**src/rtl/game_match_controller.sv**
```systemverilog
// Match-level controller sitting above the game master FSM.
// Owns the end-of-game timer, keeps the per-match score, and holds the
// master in its end state after a decided match until the key is pressed.
//
// state      | meaning
// -----------+----------------------------------------------------------
// PLAY       | round in progress, waiting for the master's start pulse
// ROUND_END  | timer running after a non-final round
// MATCH_END  | timer running after the deciding round
// MATCH_HOLD | match decided, master stalled until a key rising edge
module game_match_controller #(
  parameter int ROUNDS       = 5,
  parameter int WIN_TARGET   = 3,
  parameter int ROUND_CYCLES = 50_000_000,
  parameter int MATCH_CYCLES = 150_000_000,
  localparam int SW          = $clog2(ROUNDS + 1),
  localparam int MAXC        = (ROUND_CYCLES > MATCH_CYCLES) ? ROUND_CYCLES : MATCH_CYCLES,
  localparam int TW          = $clog2(MAXC + 1)
) (
  input  logic          clk,
  input  logic          reset,
  input  logic          key,
  input  logic          end_of_game_timer_start,
  input  logic          game_won,
  output logic          end_of_game_timer_running,
  output logic [SW-1:0] rounds_won,
  output logic [SW-1:0] rounds_lost,
  output logic          match_over,
  output logic          match_won
);

  typedef enum logic [1:0] {
    PLAY       = 2'd0,
    ROUND_END  = 2'd1,
    MATCH_END  = 2'd2,
    MATCH_HOLD = 2'd3
  } state_t;

  state_t        r_state;
  logic [TW-1:0] r_timer;
  logic [SW-1:0] r_won;
  logic [SW-1:0] r_lost;
  logic          r_running;
  logic          r_over;
  logic          r_match_won;
  logic          r_key_d;

  logic [SW-1:0] w_won_next;
  logic [SW-1:0] w_lost_next;
  logic [SW:0]   w_total_next;
  logic          w_reached_target;
  logic          w_decided;
  logic          w_key_rise;
  logic          w_timer_zero;

  // Score after the round being reported and whether that decides the match.
  always_comb begin
    w_won_next       = r_won;
    w_lost_next      = r_lost;
    if (game_won) w_won_next  = r_won + SW'(1);
    else          w_lost_next = r_lost + SW'(1);
    w_total_next     = {1'b0, w_won_next} + {1'b0, w_lost_next};
    w_reached_target = (w_won_next == SW'(WIN_TARGET));
    w_decided        = w_reached_target || (w_total_next == (SW+1)'(ROUNDS));
    w_key_rise       = key && !r_key_d;
    w_timer_zero     = (r_timer == '0);
  end

  // Match FSM with timer, scores and registered outputs.
  always_ff @(posedge clk) begin
    if (reset) begin
      r_state     <= PLAY;
      r_timer     <= '0;
      r_won       <= '0;
      r_lost      <= '0;
      r_running   <= 1'b0;
      r_over      <= 1'b0;
      r_match_won <= 1'b0;
      r_key_d     <= 1'b0;
    end else begin
      r_key_d <= key;
      case (r_state)
        PLAY: begin
          if (end_of_game_timer_start) begin
            r_won     <= w_won_next;
            r_lost    <= w_lost_next;
            r_running <= 1'b1;
            if (w_decided) begin
              r_state     <= MATCH_END;
              r_timer     <= TW'(MATCH_CYCLES - 1);
              r_over      <= 1'b1;
              r_match_won <= w_reached_target;
            end else begin
              r_state <= ROUND_END;
              r_timer <= TW'(ROUND_CYCLES - 1);
            end
          end
        end
        ROUND_END: begin
          if (w_timer_zero) begin
            r_state   <= PLAY;
            r_running <= 1'b0;
          end else begin
            r_timer <= r_timer - TW'(1);
          end
        end
        MATCH_END: begin
          if (w_timer_zero) r_state <= MATCH_HOLD;
          else              r_timer <= r_timer - TW'(1);
        end
        MATCH_HOLD: begin
          if (w_key_rise) begin
            r_state     <= PLAY;
            r_won       <= '0;
            r_lost      <= '0;
            r_running   <= 1'b0;
            r_over      <= 1'b0;
            r_match_won <= 1'b0;
          end
        end
        default: r_state <= PLAY;
      endcase
    end
  end

  assign end_of_game_timer_running = r_running;
  assign rounds_won                = r_won;
  assign rounds_lost               = r_lost;
  assign match_over                = r_over;
  assign match_won                 = r_match_won;

endmodule

```
**config.mk**
```make
export PLATFORM = sky130hd
export DESIGN_NAME = game_match_controller
export DESIGN_NICKNAME = d
export VERILOG_FILES = /design/src/rtl/game_match_controller.sv
export SDC_FILE = /design/constraint.sdc
export NUM_CORES = 1
export LEC_CHECK = 0
export BUFFER_PORTS_ARGS = -buffer_cell sky130_fd_sc_hd__buf_2
export CELL_PAD_IN_SITES_DETAIL_PLACEMENT = 1
export CELL_PAD_IN_SITES_GLOBAL_PLACEMENT = 1
export CORE_AREA = 5 5 82 84
export CTS_BUF_LIST = sky130_fd_sc_hd__clkbuf_4
export DETAILED_ROUTE_END_ITERATION = 6
export DIE_AREA = 0 0 87 89
export GPL_TIMING_DRIVEN = 0
export HOLD_SLACK_MARGIN = 0.06
export PLACE_DENSITY_LB_ADDON = 0.3
export SLEW_MARGIN = 20
export SYNTH_ARGS = -nofsm -noshare
export SYNTH_HDL_FRONTEND = slang
export SYNTH_SLANG_ARGS = --single-unit
```
**constraint.sdc**
```tcl
create_clock -name clk -period 2.95 [get_ports clk]
set_input_delay 0.1475 -clock clk [delete_from_list [all_inputs] [get_ports clk]]
set_output_delay 0.1475 -clock clk [all_outputs]
set_load 0.01 [all_outputs]
```
==> results of run 1 <==
[power by group through the flow]
stage               Sequential [uW]  Clock [uW]  Combinational (uW)
global placement                910           0                1680
finish                          923         378                1820
global route                    948         412                2020
CTS                             914         392                1790
detailed placement              926           0                1750
floorplan                       885           0                1250
[worst max-delay path: stages (launching register included)]
cell and delay (ps):
dfxtp_2 410, ha_4 300, mux2i_2 90, fa_1 450
or2_1 280, a2111oi_4 470, nor4_2 120, or4_1 500
a21oi_1 150
[timing repair]
| item | CTS | global route |
|---|---|---|
| setup buffers | 0 | 2 |
| resized for setup | 4 | 3 |
| endpoints found under the hold margin | 2 | 0 |
| endpoints found under the setup margin | 9 | 2 |
| pin swaps | 1 | 1 |
| hold buffers | 2 | 0 |
[per-stage QoR]
| stage | power [uW] | instances | instance area, um^2 |
|---|---|---|---|
| 6_report | 3120 | 402 | 2770 |
| 2_1_floorplan | 2140 | 302 | 2450 |
| 4_1_cts | 3100 | 400 | 2730 |
| 3_3_place_gp | 2590 | 390 | 2610 |
| 3_5_place_dp | 2670 | 390 | 2610 |
| 5_1_grt | 3370 | 402 | 2770 |
[layer usage]
layer	vias to the layer above	GRT usage, %	wire length (um)
li1	1184	-	-
met1	1212	25.1	3540
met2	38	36.2	3720
met3	10	3.59	181
met4	0	5.95	110
met5	-	0	0
[sequential cells by signal, indices dropped and copies added, names as in the netlist]
| register | flops |
|---|---|
| r_key_d | 1 |
| r_timer | 28 |
| match_over | 1 |
| end_of_game_timer_running | 1 |
| rounds_lost | 3 |
| rounds_won | 3 |
| r_state | 2 |
| match_won | 1 |
[logic make-up (layout without fill, tap and decap cells)]
logic type / Yosys count / in the layout
AOI/OAI and AO/OA: 99 / 99
buffers and inverters: 28 / 53
DFF: 40 / 40
muxes: 6 / 6
and+or+nand+nor: 115 / 115
xor gates and xnor gates: 3 / 3
adders and majority gates: 11 / 11
[final timing paths]
path / startpoint / to / depth (start not counted)
max reg2reg: rounds_won[0] / r_state[1] / 8
min reg2reg: r_timer[16] / r_timer[16] / 2
max: rounds_won[0] / r_state[1] / 8
min: end_of_game_timer_start / rounds_won[0] / 3
[layout by cell type (no fill, tap or decap), types with 2 or more instances in the layout]
master | Yosys | final
dlygate4sd3_1 | 0 | 2
nand3_1 | 7 | 7
and2_1 | 2 | 2
nor3_1 | 10 | 10
clkbuf_4 | 0 | 6
o21ai_0 | 21 | 21
or2_2 | 4 | 4
o211ai_1 | 2 | 2
xnor2_1 | 2 | 2
nor4_1 | 8 | 6
o41ai_1 | 2 | 2
nor4_2 | 0 | 2
a21oi_1 | 29 | 29
a31oi_1 | 9 | 9
dfxtp_1 | 40 | 39
nor3_2 | 2 | 2
mux2i_1 | 5 | 4
a211oi_1 | 9 | 9
a211o_1 | 2 | 2
nand2b_1 | 6 | 6
nor2b_1 | 4 | 4
a311oi_1 | 2 | 2
nor2_1 | 23 | 23
and4_1 | 2 | 2
nand3b_1 | 3 | 3
or4_1 | 7 | 7
or3_1 | 9 | 9
nand4_1 | 3 | 3
o31ai_1 | 7 | 7
clkbuf_1 | 9 | 9
buf_4 | 2 | 4
ha_1 | 10 | 9
nor3b_1 | 4 | 4
o21a_1 | 5 | 5
nand2_1 | 15 | 15
buf_2 | 3 | 16
inv_1 | 13 | 13
[cell type report]
cell class,count,area (um^2),share of cell area [%]
multi-input combinational,234,1570,56.7
clock inverter,2,35.0,1.26
timing repair buffer,17,100,3.61
sequential,40,802,28.9
buffer,15,75.1,2.71
tap,75,93.8,3.39
clock buffer,6,45.0,1.63
inverter,13,48.8,1.76
==> impl_metrics.yaml, run 1 <==
status:
  status: "finished clean"
clocking:
  cts_buffers: 5
  clock_path_buffers: 2
  cts_root_buf: "clkbuf_4"
  clkTransAtPathRegs_ps: 130
  cts.htree.levels: 2
  cts.sink_count: 40
  cts_tree: "done"
  worstSkewPairLatency_ps: 360
grt:
  grt_pass1_wl_um: 12500
  grt_start_max_net_pins: 13
  grt_antenna_before_repair: 0
  grtUsageTotal_pct: 20.3
  grt_pass1_vias: 2540
  grt_overflow: 0
detailed_routing:
  avgViaCountPerCell: 6.08
  drt_iter0_markers: 156
  postRouteAntennaNets: 0
  avgRoutedWirePerCell_um: 18.8
  vias: 2444
  dr.pass1.iters: 4
  wl_um: 7550
  drc: 0
power_and_ir_drop:
  sw_frac_of_total_pct: 50.7
  power.density_mw_per_mm2: 1130
  seq_power_share_pct: 29.6
  leakage_uw: 0.00103
  ir_drop_mv: 0.395
  clkPwrFrac_pct: 12.1
  p_comb_share_pct: 58.3
  internal_power_uw: 1540
  power.switching_uw: 1580
floorplan:
  die_y_um: 89
  boundaryPins: 14
  row_count: 28
  start_util_pct: 41.9
  die_area_mm2: 0.00774
  die_w_um: 87
  coreArea_mm2: 0.00585
worst_setup_path:
  cp-end-kind: "flip-flop"
  reg2reg_slack_ps: 110
  crit_type: "reg2reg"
  critPathMaxFanout: 9
  critical_path.startpoint_type: "flip-flop"
  critPathArrivalTime_ps: 3130
  required_ps: 3250
min_path:
  hold_class: "in2reg"
timing:
  fin_crit_ps: 2840
  finalCritPeriodShare_pct: 96.2
  setup_violations: 0
  finalHoldViolCount: 0
  worst_pin_slew_ps: 683
  rsz0062_at_grt: "yes"
  finClkSkew_ps: 14.2
  holdWs_ps: 104
  max_freq_mhz: 353
  slew_headroom_pct: 54.1
  setup_ws_ps: 113
  slew_viol_final: 0
  finalSetupTns_ps: 0
logic_synthesis:
  synthXorXnorAreaFrac_pct: 1.07
  synth_top_family_by_area: "simple AND/OR/NAND/NOR gates"
  synthTopCellsByArea: "dfxtp_1 (33%), a21oi_1 (5.9%), ha_1 (5.1%), o21ai_0 (4.3%), nor2_1 (3.5%)"
  ys.warnings.count: 0
  yosysSeqAreaShare_pct: 32.7
  synth.net_count: 318
  ys_ff_latch: 40
  synth_mux_area_share_pct: 2.50
  ys.flop_type: "dfxtp_1"
  synthCells: 302
  synth-compound-area-share_pct: 25.9
  synth_cell_types: 55
  synth_area_mm2: 0.00245
  yosys.area.top_type: "dfxtp_1"
  synth_adder_area_share_pct: 5.92
  async_reset_ff_share_pct: 0
  yosys.area.top_type_share_pct: 32.7
  synth_commonest_cells: "dfxtp_1 (40), a21oi_1 (29), nor2_1 (23)"
  yosysMostFrequentCell: "dfxtp_1"
  syn_area_per_cell_um2: 8.11
  synthSimpleGateAreaFrac_pct: 26.9
  synth-edff-count: 0
finish:
  area_growth_pct: 13.1
  fin_util_pct: 47.4
  nFillCells: 725
  finalNetCount: 342
  final_layout_size_suffix_gt1_share_pct: 14.4
  num_antenna_cells: 0
flow_run:
  drv_cap: 0
placed_design:
  place_ws_ps: -240
  gp_congestion: 0.820
  hpwl_um: 5370
  portBuffers: 13
No activity file was read; power rests on OpenSTA's default activity.
==> inputs of run 2 (changes only) <==
--- a/config.mk
+++ b/config.mk
@@ -5,13 +5,14 @@
 export SDC_FILE = /design/constraint.sdc
 export NUM_CORES = 1
 export LEC_CHECK = 0
+export ABC_AREA = 1
 export BUFFER_PORTS_ARGS = -buffer_cell sky130_fd_sc_hd__buf_2
 export CELL_PAD_IN_SITES_DETAIL_PLACEMENT = 1
 export CELL_PAD_IN_SITES_GLOBAL_PLACEMENT = 1
-export CORE_AREA = 5 5 82 84
+export CORE_AREA = 5 5 89 91
 export CTS_BUF_LIST = sky130_fd_sc_hd__clkbuf_4
 export DETAILED_ROUTE_END_ITERATION = 6
-export DIE_AREA = 0 0 87 89
+export DIE_AREA = 0 0 94 96
 export GPL_TIMING_DRIVEN = 0
 export HOLD_SLACK_MARGIN = 0.06
 export PLACE_DENSITY_LB_ADDON = 0.3
==> impl_metrics.yaml, run 2 <==
floorplan:
  coreArea_mm2: 0.00706
  die_area_mm2: 0.00902
  die_y_um: 96
  row_count: 31
  die_w_um: 94
  boundaryPins: 14
  start_util_pct: 38.2
grt:
  grt_pass1_wl_um: 13700
  grt_overflow: 0
  grt_use_met1_pct: 24.8
  grt_start_max_net_pins: 12
  grtUsageMet2_pct: 34.9
  grtUsageTotal_pct: 19.5
  use_met3_pct: 2.42
  grt_busiest_layer: "met2"
  grt_pass1_vias: 2835
  grt_antenna_before_repair: 0
status:
  status: "finished clean"
worst_setup_path:
  r2r-end: "r_timer[25]"
  critPathMaxFanout: 5
  critPathArrivalTime_ps: 2910
  crit_start: "rounds_won[0]"
  cp-end-kind: "flip-flop"
  r2r_start: "rounds_won[0]"
  reg2reg_slack_ps: 330
  required_ps: 3240
  ff2ff_path_depth: 13
  crit_type: "reg2reg"
  critical_path.startpoint_type: "flip-flop"
power_and_ir_drop:
  ir_drop_mv: 0.388
  sw_frac_of_total_pct: 54.9
  internal_power_uw: 1560
  power.density_mw_per_mm2: 1170
  leakage_uw: 0.00133
  clkPwrFrac_pct: 8.7
  p_comb_share_pct: 64.9
  seq_power_share_pct: 26.4
  power.switching_uw: 1890
logic_synthesis:
  synthTopCellsByArea: "dfxtp_1 (30%), nand2_1 (17%), nor2_1 (9.9%), nand3_1 (6.5%), inv_1 (5.9%)"
  synth_area_mm2: 0.00269
  synth-edff-count: 0
  ys.flop_type: "dfxtp_1"
  syn_area_per_cell_um2: 6.24
  yosys.area.top_type: "dfxtp_1"
  synthCells: 432
  ys_ff_latch: 40
  yosysMostFrequentCell: "nand2_1"
  synth_cell_types: 25
  yosys.area.top_type_share_pct: 29.7
  synth.net_count: 448
  yosysSeqAreaShare_pct: 29.7
  ys.warnings.count: 0
  async_reset_ff_share_pct: 0
  synth_commonest_cells: "nand2_1 (123), nor2_1 (71), inv_1 (42)"
finish:
  nFillCells: 989
  final_layout_size_suffix_gt1_share_pct: 9.96
  layout_common_cells: "nand2_1 (123), nor2_1 (71), inv_1 (42)"
  finalNetCount: 467
  finalNonFillerCells: 551
  seqCellArea_um2: 801
  largest_reg_flops: 28
  largest-register: "r_timer"
  multi_input_area_mm2: 0.00166
  area_growth_pct: 9.10
  num_antenna_cells: 0
  final_area_mm2: 0.00294
  final_common_cell: "nand2_1"
clocking:
  ctsResizeCount: 0
  worstSkewPairLatency_ps: 350
  cts_setup_buffers: 0
  cts_tree: "done"
  cts_hold_buf: 1
  cts_root_buf: "clkbuf_4"
  clock_path_buffers: 2
  clkTransAtPathRegs_ps: 130
  cts_buffers: 5
  cts.sink_count: 40
  cts.htree.levels: 2
detailed_routing:
  dr.pass1.iters: 4
  drc: 0
  avgRoutedWirePerCell_um: 15.0
  vias: 2783
  postRouteAntennaNets: 0
  drt_iter0_markers: 110
  wl_um: 8250
  avgViaCountPerCell: 5.05
timing:
  setup_violations: 0
  finalCritPeriodShare_pct: 88.7
  fin_crit_ps: 2620
  worst_pin_slew_ps: 702
  finClkSkew_ps: 12.6
  rsz0062_at_grt: "no"
  max_freq_mhz: 382
  finalHoldViolCount: 0
  slew_headroom_pct: 53.2
  setup_ws_ps: 333
  slew_viol_final: 0
  finalSetupTns_ps: 0
min_path:
  min_from: "reset"
  hold_depth: 2
  min_to: "r_timer[12]"
  hold_class: "in2reg"
placed_design:
  place_ws_ps: 365
  portBuffers: 11
  gp_congestion: 0.856
  hpwl_um: 6560
  placed_area_mm2: 0.00287
  numPlacedInstances: 542
flow_run:
  drv_cap: 0
-- run 2: how the worst max path moves through the flow --
stage,endpoint,slack [ps]
after global placement,r_timer[25],500
after detailed placement,r_timer[25],360
after CTS,r_timer[25],340
after floorplan,match_over,730
final,r_timer[25],330
after global routing,r_timer[27],90
-- run 2: metal layers --
metal | routed length (um) | vias to the layer above | share of wire [%]
met5 | 0 | - | 0
met4 | 106 | 0 | 1.3
met3 | 197 | 9 | 2.4
met2 | 3930 | 36 | 48
met1 | 4010 | 1323 | 49
li1 | - | 1415 | -
-- run 2: cell type report --
cell class,count,share of cell area [%]
Multi-Input combinational cell,335,56.4
Sequential cell,40,27.2
Inverter,44,5.62
Tap cell,99,4.21
Buffer,13,2.34
Timing Repair Buffer,12,2.21
Clock buffer,7,1.79
Clock inverter,1,0.128
-- run 2: worst max-delay path, cell delays in order, from the launching register on --
cell and delay [ps]:
dfxtp_1 380, ha_1 300, nand2_1 60, o21ai_1 190, inv_1 110, fa_1 450, xnor2_1 140, nand3_1 70
nand2_1 90, inv_1 110, nor2_1 50, nor2_1 350, nand2_1 140, a21oi_2 130
-- run 2: cells by family after synthesis --
group / after synthesis / share of synthesized area (%)
XOR/XNOR: 15 / 4.88
buffers and inverters: 57 / 8.69
flip-flops: 40 / 29.7
adder cells (fa/ha/maj): 11 / 5.39
AND/OR/NAND/NOR: 250 / 38.7
AO/OA/AOI/OAI: 59 / 12.6
-- run 2: power by group through the flow --
stage / logic (uW) / clock network [uW] / registers, uW
3_3_place_gp: 2140 / 0 / 913
4_1_cts: 2250 / 313 / 912
6_report: 2240 / 299 / 912
5_1_grt: 2540 / 334 / 940
2_1_floorplan: 1630 / 0 / 895
3_5_place_dp: 2240 / 0 / 925
-- run 2: per-stage QoR --
stage               total power, uW  hold WS (ps)  util [%]
detailed placement             3160           378      40.7
CTS                            3470           218      41.6
global route                   3810           238      41.6
floorplan                      2520           269         -
finish                         3450           218      41.6
global placement               3050           359      40.7
==> inputs of run 3 (changes only) <==
--- a/config.mk
+++ b/config.mk
@@ -16,6 +16,7 @@
 export GPL_TIMING_DRIVEN = 0
 export HOLD_SLACK_MARGIN = 0.06
 export PLACE_DENSITY_LB_ADDON = 0.3
+export REMOVE_ABC_BUFFERS = 1
 export SLEW_MARGIN = 20
 export SYNTH_ARGS = -nofsm -noshare
 export SYNTH_HDL_FRONTEND = slang
==> impl_metrics.yaml, run 3 (synthesized netlist as in run 2, its figures left out) <==
grt:
  grtUsageTotal_pct: 18.5
  grt_overflow: 0
  grt_pass1_wl_um: 13200
  grt_antenna_before_repair: 0
  grt_pass1_vias: 2806
  grt_start_max_net_pins: 37
timing:
  fin_crit_ps: 2640
  finClkSkew_ps: 19.2
  slew_viol_final: 0
  max_freq_mhz: 380
  setup_violations: 0
  finalHoldViolCount: 0
  finalCritPeriodShare_pct: 89.3
  worst_pin_slew_ps: 820
  rsz0062_at_grt: "no"
  finalSetupTns_ps: 0
  slew_headroom_pct: 45.3
clocking:
  clock_path_buffers: 2
  cts_tree: "done"
  cts.sink_count: 40
  clkTransAtPathRegs_ps: 130
  cts.htree.levels: 2
  worstSkewPairLatency_ps: 360
  cts_buffers: 5
  cts_root_buf: "clkbuf_4"
worst_setup_path:
  critical_path.cell_chain: "inv_1 -> ha_4 -> inv_1 -> a21oi_1 -> o21ai_1 -> nand2_2 -> nor2_1 -> nor2_1 -> nor2_1"
  cpMaxStageDelayCell: "ha_4"
  crit_buf_inv: 2
  critPathMaxFanout: 23
  cpPeakStageDelay_ps: 460
  critical_path.startpoint_type: "flip-flop"
  required_ps: 3160
  crit_family: "simple AND/OR/NAND/NOR gates"
  critPathArrivalTime_ps: 2840
  crit_type: "reg2reg"
  crit_top_cell: "nor2_1"
  cp-end-kind: "flip-flop"
status:
  status: "finished clean"
detailed_routing:
  dr.pass1.iters: 4
  wl_um: 7630
  vias: 2728
  avgViaCountPerCell: 5.06
  avgRoutedWirePerCell_um: 14.1
  drt_iter0_markers: 91
  drc: 0
  postRouteAntennaNets: 0
min_path:
  hold_class: "in2reg"
finish:
  area_growth_pct: 7.52
  largest_reg_flops: 28
  final_common_cell: "nand2_1"
  finalNetCount: 456
  largest-register: "r_timer"
  layout_common_cells: "nand2_1 (122), nor2_1 (70), inv_1 (42)"
  num_antenna_cells: 0
  final_layout_size_suffix_gt1_share_pct: 10.0
placed_design:
  gp_congestion: 0.843
  hpwl_um: 5610
  portBuffers: 13
power_and_ir_drop:
  total_power_uw: 3340
  leakage_uw: 0.00130
  power.density_mw_per_mm2: 1150
  ir_drop_mv: 0.578
floorplan:
  coreArea_mm2: 0.00706
  die_area_mm2: 0.00902
  row_count: 31
  die_w_um: 94
  start_util_pct: 38.2
  die_y_um: 96
  boundaryPins: 14
flow_run:
  drv_cap: 0
## run 3: timing repair
| action | CTS | global route |
|---|---|---|
| setup buffers | 0 | 0 |
| setup endpoints to repair | 28 | 27 |
| gates resized for setup | 4 | 1 |
| hold buffers | 1 | 0 |
| hold endpoints to repair | 1 | 0 |
## run 3: path summary, 6_finish.rpt
kind                                  from       endpoint  slack (ps)  cells after the start
worst min register to register  match_over     match_over         470                      2
worst max register to register  r_state[1]    r_timer[18]         310                      9
worst max-delay path            r_state[1]    r_timer[18]         310                      9
worst min-delay path              game_won  rounds_won[0]         270                      4
## run 3: stage by stage
stage	worst slack (ps)	utilization (%)	instances	hold slack, ps	instance area [um^2]
2_1_floorplan	636	-	419	210	2630
3_3_place_gp	-389	39.9	531	363	2810
3_5_place_dp	-448	39.9	531	371	2810
4_1_cts	56.9	40.9	539	250	2890
5_1_grt	5.22	41.0	539	297	2900
6_report	315	41.0	539	272	2900
## run 3: worst register-to-register path, cell delays in order, from the launching register on
cell and delay [ps]:
dfxtp_1 400, inv_1 110, ha_4 460, inv_1 290, a21oi_1 400, o21ai_1 180
nand2_2 380, nor2_1 90, nor2_1 120, nor2_1 50
## run 3: final cells by class
cell class | count | area [um^2]
clock inverters | 2 | 12.5
inverters | 44 | 165
clock buffers | 5 | 37.5
flip-flops and latches | 40 | 801
well taps | 99 | 124
multi-input cells | 335 | 1680
fillers | 990 | 4160
repair buffers | 14 | 75.1
## run 3: per-layer routing
| metal | vias up | track usage [%] | share of wire, % |
|---|---|---|---|
| met5 | - | 0 | 0 |
| met4 | 0 | 5.29 | 1.7 |
| met3 | 12 | 2.89 | 2.4 |
| met2 | 29 | 32.9 | 49 |
| met1 | 1295 | 23.0 | 47 |
| li1 | 1392 | - | - |
## run 3: power breakdown
group	total, uW	internal (uW)	switching (uW)
clock network	285	87.2	198
registers	921	722	199
logic	2130	697	1430
total	3340	1510	1830
